`config.mk`:
```
export PLATFORM = sky130hd
export DESIGN_NAME = mcu_scheduler
export DESIGN_NICKNAME = d
export VERILOG_FILES = /design/src/rtl/mcu_scheduler.sv
export SDC_FILE = /design/constraint.sdc
export NUM_CORES = 1
export LEC_CHECK = 0
export CAP_MARGIN = 5
export CORE_MARGIN = 2
export CORE_UTILIZATION = 54
export DETAILED_ROUTE_END_ITERATION = 16
export PLACE_DENSITY_LB_ADDON = 0.12
export SLEW_MARGIN = 20
export SYNTH_ARGS = -nofsm -noshare
export SYNTH_HDL_FRONTEND = slang
export SYNTH_SLANG_ARGS = --single-unit
```
`constraint.sdc`:
```
create_clock -name clk -period 3.1 [get_ports clk]
set_input_delay 0.31 -clock clk [delete_from_list [all_inputs] [get_ports clk]]
set_output_delay 0.31 -clock clk [all_outputs]
set_load 0.05 [all_outputs]
```
`src/rtl/mcu_scheduler.sv`:
```
// MCU row scheduler: steps one-hot encoder requests Y -> Cb -> Cr -> gap for each MCU
// of a row, with deferred launch under hold, abort cancellation and a sticky overrun flag.
module mcu_scheduler #(
  parameter int SLOT_Y = 29,
  parameter int SLOT_C = 7,
  parameter int GAP    = 8
) (
  input  logic       clk,
  input  logic       rst_n,
  input  logic       start,
  input  logic [7:0] h_mcu,
  input  logic       hold,
  input  logic       abort,
  output logic [2:0] ereq,
  output logic [7:0] e_x_mcu,
  output logic       busy,
  output logic       done,
  output logic       err
);

  typedef enum logic [2:0] {
    S_IDLE = 3'd0,
    S_Y    = 3'd1,
    S_CB   = 3'd2,
    S_CR   = 3'd3,
    S_GAP  = 3'd4
  } state_t;

  localparam logic [5:0] LP_Y_LAST   = 6'(SLOT_Y - 1);
  localparam logic [5:0] LP_C_LAST   = 6'(SLOT_C - 1);
  localparam logic [5:0] LP_GAP_LAST = 6'(GAP - 1);

  state_t     r_state, w_state_nxt;
  logic [5:0] r_cnt, w_cnt_nxt;
  logic [7:0] r_len, w_len_nxt;
  logic [7:0] r_x, w_x_nxt;
  logic [7:0] w_row_len;
  logic [2:0] r_ereq, w_ereq_nxt;
  logic       r_pend, w_pend_nxt;
  logic       r_busy, w_busy_nxt;
  logic       r_done, w_done_nxt;
  logic       r_err, w_err_nxt;
  logic       w_start_ok;

  assign ereq    = r_ereq;
  assign e_x_mcu = r_x;
  assign busy    = r_busy;
  assign done    = r_done;
  assign err     = r_err;

  // Next-state, slot counter and next values of every registered output
  always_comb begin
    w_state_nxt = r_state;
    w_cnt_nxt   = r_cnt + 6'd1;
    w_len_nxt   = r_len;
    w_x_nxt     = r_x;
    w_pend_nxt  = r_pend;
    w_done_nxt  = 1'b0;
    w_err_nxt   = r_err;
    w_ereq_nxt  = 3'b000;
    w_start_ok  = start && (r_state == S_IDLE) && !r_pend;
    // A freshly accepted start launches with the live h_mcu, a pending one with the latched length
    w_row_len   = w_start_ok ? h_mcu : r_len;

    if (abort) begin
      w_state_nxt = S_IDLE;
      w_cnt_nxt   = 6'd0;
      w_x_nxt     = 8'd0;
      w_pend_nxt  = 1'b0;
    end else begin
      if (start && !w_start_ok) begin
        w_err_nxt = 1'b1;
      end else begin
        w_err_nxt = r_err;
      end
      if (w_start_ok) begin
        w_len_nxt = h_mcu;
      end else begin
        w_len_nxt = r_len;
      end

      case (r_state)
        S_IDLE: begin
          w_cnt_nxt = 6'd0;
          if ((w_start_ok || r_pend) && hold) begin
            w_pend_nxt = 1'b1;
          end else if (w_start_ok || r_pend) begin
            w_pend_nxt = 1'b0;
            if (w_row_len == 8'd0) begin
              w_done_nxt = 1'b1;
            end else begin
              w_state_nxt = S_Y;
            end
          end else begin
            w_pend_nxt = r_pend;
          end
        end
        S_Y: begin
          if (r_cnt == LP_Y_LAST) begin
            w_state_nxt = S_CB;
            w_cnt_nxt   = 6'd0;
          end else begin
            w_state_nxt = S_Y;
          end
        end
        S_CB: begin
          if (r_cnt == LP_C_LAST) begin
            w_state_nxt = S_CR;
            w_cnt_nxt   = 6'd0;
          end else begin
            w_state_nxt = S_CB;
          end
        end
        S_CR: begin
          if (r_cnt == LP_C_LAST) begin
            w_state_nxt = S_GAP;
            w_cnt_nxt   = 6'd0;
          end else begin
            w_state_nxt = S_CR;
          end
        end
        S_GAP: begin
          if (r_cnt == LP_GAP_LAST) begin
            w_cnt_nxt = 6'd0;
            if (({1'b0, r_x} + 9'd1) < {1'b0, r_len}) begin
              w_x_nxt     = r_x + 8'd1;
              w_state_nxt = S_Y;
            end else begin
              w_x_nxt     = 8'd0;
              w_state_nxt = S_IDLE;
              w_done_nxt  = 1'b1;
            end
          end else begin
            w_state_nxt = S_GAP;
          end
        end
        default: begin
          w_state_nxt = S_IDLE;
          w_cnt_nxt   = 6'd0;
          w_x_nxt     = 8'd0;
          w_pend_nxt  = 1'b0;
        end
      endcase
    end

    case (w_state_nxt)
      S_Y:     w_ereq_nxt = 3'b001;
      S_CB:    w_ereq_nxt = 3'b010;
      S_CR:    w_ereq_nxt = 3'b100;
      default: w_ereq_nxt = 3'b000;
    endcase
    w_busy_nxt = (w_state_nxt != S_IDLE) || w_pend_nxt;
  end

  // State and output registers
  always_ff @(posedge clk or negedge rst_n) begin
    if (!rst_n) begin
      r_state <= S_IDLE;
      r_cnt   <= 6'd0;
      r_len   <= 8'd0;
      r_x     <= 8'd0;
      r_ereq  <= 3'b000;
      r_pend  <= 1'b0;
      r_busy  <= 1'b0;
      r_done  <= 1'b0;
      r_err   <= 1'b0;
    end else begin
      r_state <= w_state_nxt;
      r_cnt   <= w_cnt_nxt;
      r_len   <= w_len_nxt;
      r_x     <= w_x_nxt;
      r_ereq  <= w_ereq_nxt;
      r_pend  <= w_pend_nxt;
      r_busy  <= w_busy_nxt;
      r_done  <= w_done_nxt;
      r_err   <= w_err_nxt;
    end
  end

endmodule

```
Word-level counts from Yosys, hierarchy flattened

Cells that the tools add are included.

$add $sub $neg: 3
Order comparisons: 1
Equality and inequality tests: 12
Mux-type cells: 32
Bitwise operators: 1
Reductions and logical operators: 16

Operator list:

| operator                                            | number |
|---|---|
| two-way mux 8 bit                                   | 4 |
| two-way mux 6 bit                                   | 4 |
| two-way mux 3 bit                                   | 6 |
| one-hot mux 6 bit (3 select lines)                  | 1 |
| one-hot mux 8 bit (2 select lines)                  | 1 |
| one-hot mux 3 bit (5 select lines)                  | 1 |
| equality test 3 x 2 -> 1 bit, second input constant | 4 |
| equality test 6 x 3 -> 1 bit, second input constant | 2 |
| two-way mux 1 bit                                   | 11 |
| adder 8 x 1 -> 9 bit, second input constant         | 1 |
| less-than comparator 9 x 8 -> 1 bit                 | 1 |
| one-hot mux 3 bit (3 select lines)                  | 1 |
| adder 8 x 1 -> 8 bit, second input constant         | 1 |
| zero test 8 bit                                     | 1 |
| OR reduction 4 bit                                  | 2 |
| adder 6 x 1 -> 6 bit, second input constant         | 1 |
| equality test 3 x 1 -> 1 bit, second input constant | 2 |
| equality test 6 x 5 -> 1 bit, second input constant | 1 |
| logical AND 1 bit                                   | 4 |
| one-hot mux 1 bit (2 select lines)                  | 2 |
| AND reduction 2 bit                                 | 2 |
| equality test 3 bit, second input constant          | 1 |
| zero test 3 bit                                     | 1 |
| != test 3 bit, second input constant                | 1 |
| 7 further kinds                                     | 9 |

Flip-flop bits (word level): 32
Input port bits: 13
Output and inout bits: 14
Logic and storage cells: 74

Logic depth before layout (Yosys ltp)

Depth after elaboration: 12
Depth in mapped cells: 11

Worst setup path before layout

Ideal clock, no wire load.

Kind: reg-to-reg
Start point: reg r_x[0], in the netlist e_x_mcu[0]
End point: reg r_x[4], in the netlist e_x_mcu[4]
Arrival time: 2.805 ns
Path slack: 0.174 ns
Stages on the path, launching flop included: 12
Buffers on the path: 1
Clock period less this slack: 2.926 ns
Path through: dfrtp_1 > ha_1 > nand4_1 > and2_1 > or2_2 > ha_1 > and3_1 > a21oi_1 > and4b_1 > buf_2 > and2_1 > a22o_1

Longest elaborated chain between the ends: 6

RTL lines:

| item                                   | line | RTL |
|---|---|---|
| start, declared                        | 36   | `logic [7:0] r_x, w_x_nxt;` |
| start signal, assigned                 | 171  | `r_x <= w_x_nxt;` |
| adder 8 x 1 -> 9 bit                   | 125  | `if (({1'b0, r_x} + 9'd1) < {1'b0, r_len}) begin` |
| less-than comparator 9 x 8 -> 1 bit    | 125  |  |
| two-way mux 8 bit (*)                  | 125  |  |
| two-way mux 8 bit (*)                  | 123  | `if (r_cnt == LP_GAP_LAST) begin` |
| one-hot mux 8 bit (2 select lines) (*) | 82   | `case (r_state)` |
| two-way mux 8 bit (*)                  | 65   | `if (abort) begin` |

Mark *: on every way between the ends. The rest lies on a longest branch, timed or not. The select of a mux whose other input is x is not followed.
A chain may end at the register's enable or synchronous reset.

Worst setup path after layout

Start point: reg r_x[0], in the netlist e_x_mcu[0]
End point: reg r_ereq[0], in the netlist ereq[0]

Longest elaborated chain between the ends: 8

RTL lines:

| item                                                                         | line | RTL |
|---|---|---|
| adder 8 x 1 -> 9 bit (*)                                                     | 125  |  |
| less-than comparator 9 x 8 -> 1 bit (*)                                      | 125  |  |
| two-way mux 1 bit (*)                                                        | 125  |  |
| two-way mux 3 bit (*)                                                        | 123  |  |
| one-hot mux 3 bit (5 select lines) (*)                                       | 82   |  |
| two-way mux 3 bit (*)                                                        | 65   |  |
| equality test 3 x 2 -> 1 bit or equality test 3 x 1 -> 1 bit (tied branches) | 146  | `case (w_state_nxt)` |
| one-hot mux 3 bit (3 select lines) (*)                                       | 146  |  |
| net w_ereq_nxt[0]                                                            | 38   | `logic [2:0] r_ereq, w_ereq_nxt;` |
| end signal, assigned                                                         | 172  | `r_ereq <= w_ereq_nxt;` |
| end, declared                                                                | 38   |  |

Mark *: on every way through the listed nets, which the timed path passes. The rest lies on a longest branch.

==> impl_metrics.toml <==
[timing]
hold_viol = 0
tns_ps = 0
max_freq_ghz = 0.3485
fin_crit_sh_pct = 92.57
maxSlewViolCount = 0
setup-violations-final = 0
worst_slew_pin_slew_ps = 689.0
relSlewSlack_pct = 54.07
rsz0062_at_grt = "no"
skew_ps = 16.77
fin_crit_ps = 2870

[floorplanning]
core_um2 = 3337
initial_core_util_pct = 55.91
fp.dieW_um = 62.78
rows = 21
fp.dieH_um = 62.78
die_area_um2 = 3941
io_pins = 27

[place]
globalplace.congestion = 0.9073
port_buffers = 26
hpwlAfterDp_mm = 3.122

[detailed_routing]
ant_nets = 0
finalWirelength_mm = 4.138
drt_iter0_markers = 112
via_count = 1536
detail_route.wl_per_cell_um = 15.16
drc_errors = 0
vias_per_cell = 5.626
dr.pass1.iters = 4

[yosys]
synth-edff-count = 0
async_reset_ff_share_pct = 100.0
synth-seq-area-share_pct = 42.92
syn_nets = 222
netlist_area_um2 = 1866
avgSynthCellArea_um2 = 9.422
syn_inst = 198
ys.flop_type = "dfrtp_1"
ys_seq_elements = 32
synth.distinct_cells = 43
yosysWarnings = 0

[clocking]
cts_tree = "built"
cts_buffers = 5
postCtsSetupRepairBufs = 0
path_clk_slew_ps = 110
cts_max_level = 2
clk_path_buf_depth = 2
postCtsHoldBufs = 0
clk_latency_ps = 350
cts_resized = 0
clock-sinks = 32
clockRootBuffer = "clkbuf_4"

[setup_path]
setup.worst_path.end_class = "register"
critPathBufInv = 0
worst_path_dominant_cell_family = "simple AND/OR/NAND/NOR gates"
path_max_fanout = 7
worstPathRequired_ps = 3360
crit_chain = "ha_1 > nand4_1 > and2_1 > or2_2 > ha_1 > and3_1 > a21oi_1 > and4b_1 > nand2_1 > a21oi_1"
slowest_delay_ps = 480
crit_type = "reg2reg"
cp_slowest_cell = "dfrtp_1"
worstPathArrival_ps = 3130
start_kind = "register"

[power_and_ir_drop]
p_total_mw = 0.9632
power_density_nw_per_um2 = 429.1
cellLeakagePower_nw = 1.024
irDropWorstVdd_uv = 268.1

[job]
maxCapViolCount = 0

[final_layout]
drive_gt1_share_pct = 10.13
syn_to_final_growth_pct = 20.32
n_antenna_cell = 0
nFillCells = 277
nNetsFinal = 250
postLayoutCoreUtil_pct = 67.27

[global_routing]
grt_pass1_vias = 1592
grt_max_degree = 33
grt_pass1_wl_mm = 7.438
overflow = 0
antenna_found_initial = 0
grtUsageTotal_pct = 23.97

[worst_hold_path]
holdCritPathClass = "in2async"

[status]
status = "completed"
==> worst reg2reg max path: stages, from the launching register on <==
cell,delay (ps)
dfrtp_1,480
ha_1,310
nand4_1,140
and2_1,190
or2_2,300
ha_1,290
and3_1,170
a21oi_1,160
and4b_1,360
nand2_1,160
a21oi_1,220
==> final timing paths <==
path	start	endpoint	slack (ps)	cells after the start
min in group clk	err	err	480	1
max in group asynchronous	rst_n	r_cnt[2]	2450	2
hold / removal	rst_n	e_x_mcu[0]	350	2
hold reg to reg	err	err	480	1
setup reg to reg	e_x_mcu[0]	ereq[0]	230	10
setup / recovery	e_x_mcu[0]	ereq[0]	230	10
==> power breakdown <==
| group | internal (mW) | switching [mW] |
|---|---|---|
| registers | 0.444 | 0.0188 |
| clock network | 0.214 | 0.148 |
| logic | 0.0578 | 0.0798 |
==> cell type report <==
type | count | area (um2) | share of cell area [%]
multi-input cells | 145 | 967.2 | 43.09
flip-flops and latches | 32 | 800.8 | 35.67
repair buffers | 27 | 267.8 | 11.93
clock buffers | 7 | 65.06 | 2.899
well taps | 46 | 57.56 | 2.564
inverters | 15 | 56.30 | 2.508
clock inverters | 1 | 30.03 | 1.338
==> placed cells by master (no fill, tap or decap), drive strengths merged, types with 2 or more instances in the layout <==
cell type      netlist  layout
dfrtp               32      32
clkdlybuf4s50        0      26
nand2               22      22
inv                 15      15
o21ai               15      15
nor2                15      15
ha                  11      11
nand3                9       9
a21oi                7       7
clkbuf               1       7
o211ai               6       6
and2                 5       5
nand4                5       5
nor4                 5       5
xor2                 4       4
and3                 4       4
xnor2                4       4
a21boi               3       3
a21o                 3       3
a22o                 3       3
or2                  3       3
o21a                 2       2
or4b                 2       2
nor3                 2       2
==> through the flow <==
stage | area (um2) | hold slack (ps) | std cells | setup WS, ps
3_3_place_gp | 2150 | 464.5 | 265 | 430.3
4_1_cts | 2245 | 365.7 | 273 | 254.0
2_1_floorplan | 1866 | 14.41 | 198 | 174.1
3_5_place_dp | 2150 | 470.1 | 265 | 309.1
6_report | 2245 | 346.1 | 273 | 230.4
5_1_grt | 2245 | 398.4 | 273 | 23.16
==> state kept, by name, summed over array words and instances, names as in the netlist <==
register,cells
busy,1
r_cnt,6
e_x_mcu,8
done,1
r_pend,1
r_state,3
r_len,8
err,1
ereq,3
==> Yosys cell counts (3+ instances only) <==
master	instances	area, um2
xnor2_1	4	35.03
o21ai_0	15	75.07
dfrtp_1	32	800.8
nand2_1	22	82.58
a21o_1	3	22.52
a21boi_0	3	22.52
and2_1	5	31.28
o211ai_1	5	37.54
xor2_1	4	35.03
buf_2	3	15.01
nand3_1	9	45.04
and3_1	4	25.02
a21oi_1	7	35.03
a22o_1	3	26.28
inv_1	15	56.30
nand4_1	5	31.28
nor4_1	5	31.28
nor2_1	14	52.55
ha_1	11	137.6
==> cell families (layout without fill, tap and decap cells) <==
logic type	count (synthesis)	after routing	share of synthesized area (%)
multiplexers	2	2	1.140
AO/OA/AOI/OAI	45	45	16.16
XOR/XNOR	8	8	3.755
flip-flops	32	32	42.92
AND/OR/NAND/NOR	79	79	23.41
buffers and inverters	21	50	5.231
adder cells (fa/ha/maj)	11	11	7.377
==> per-layer routing <==
layer	vias to the layer above	share of wire, %	global-route usage (%)
met3	10	5.3	6.306
met2	40	47	38.71
met4	0	1.7	7.500
met1	728	46	31.64
met5	-	0	0
li1	758	-	-
Note: power is estimated with default switching activity, not from simulation.
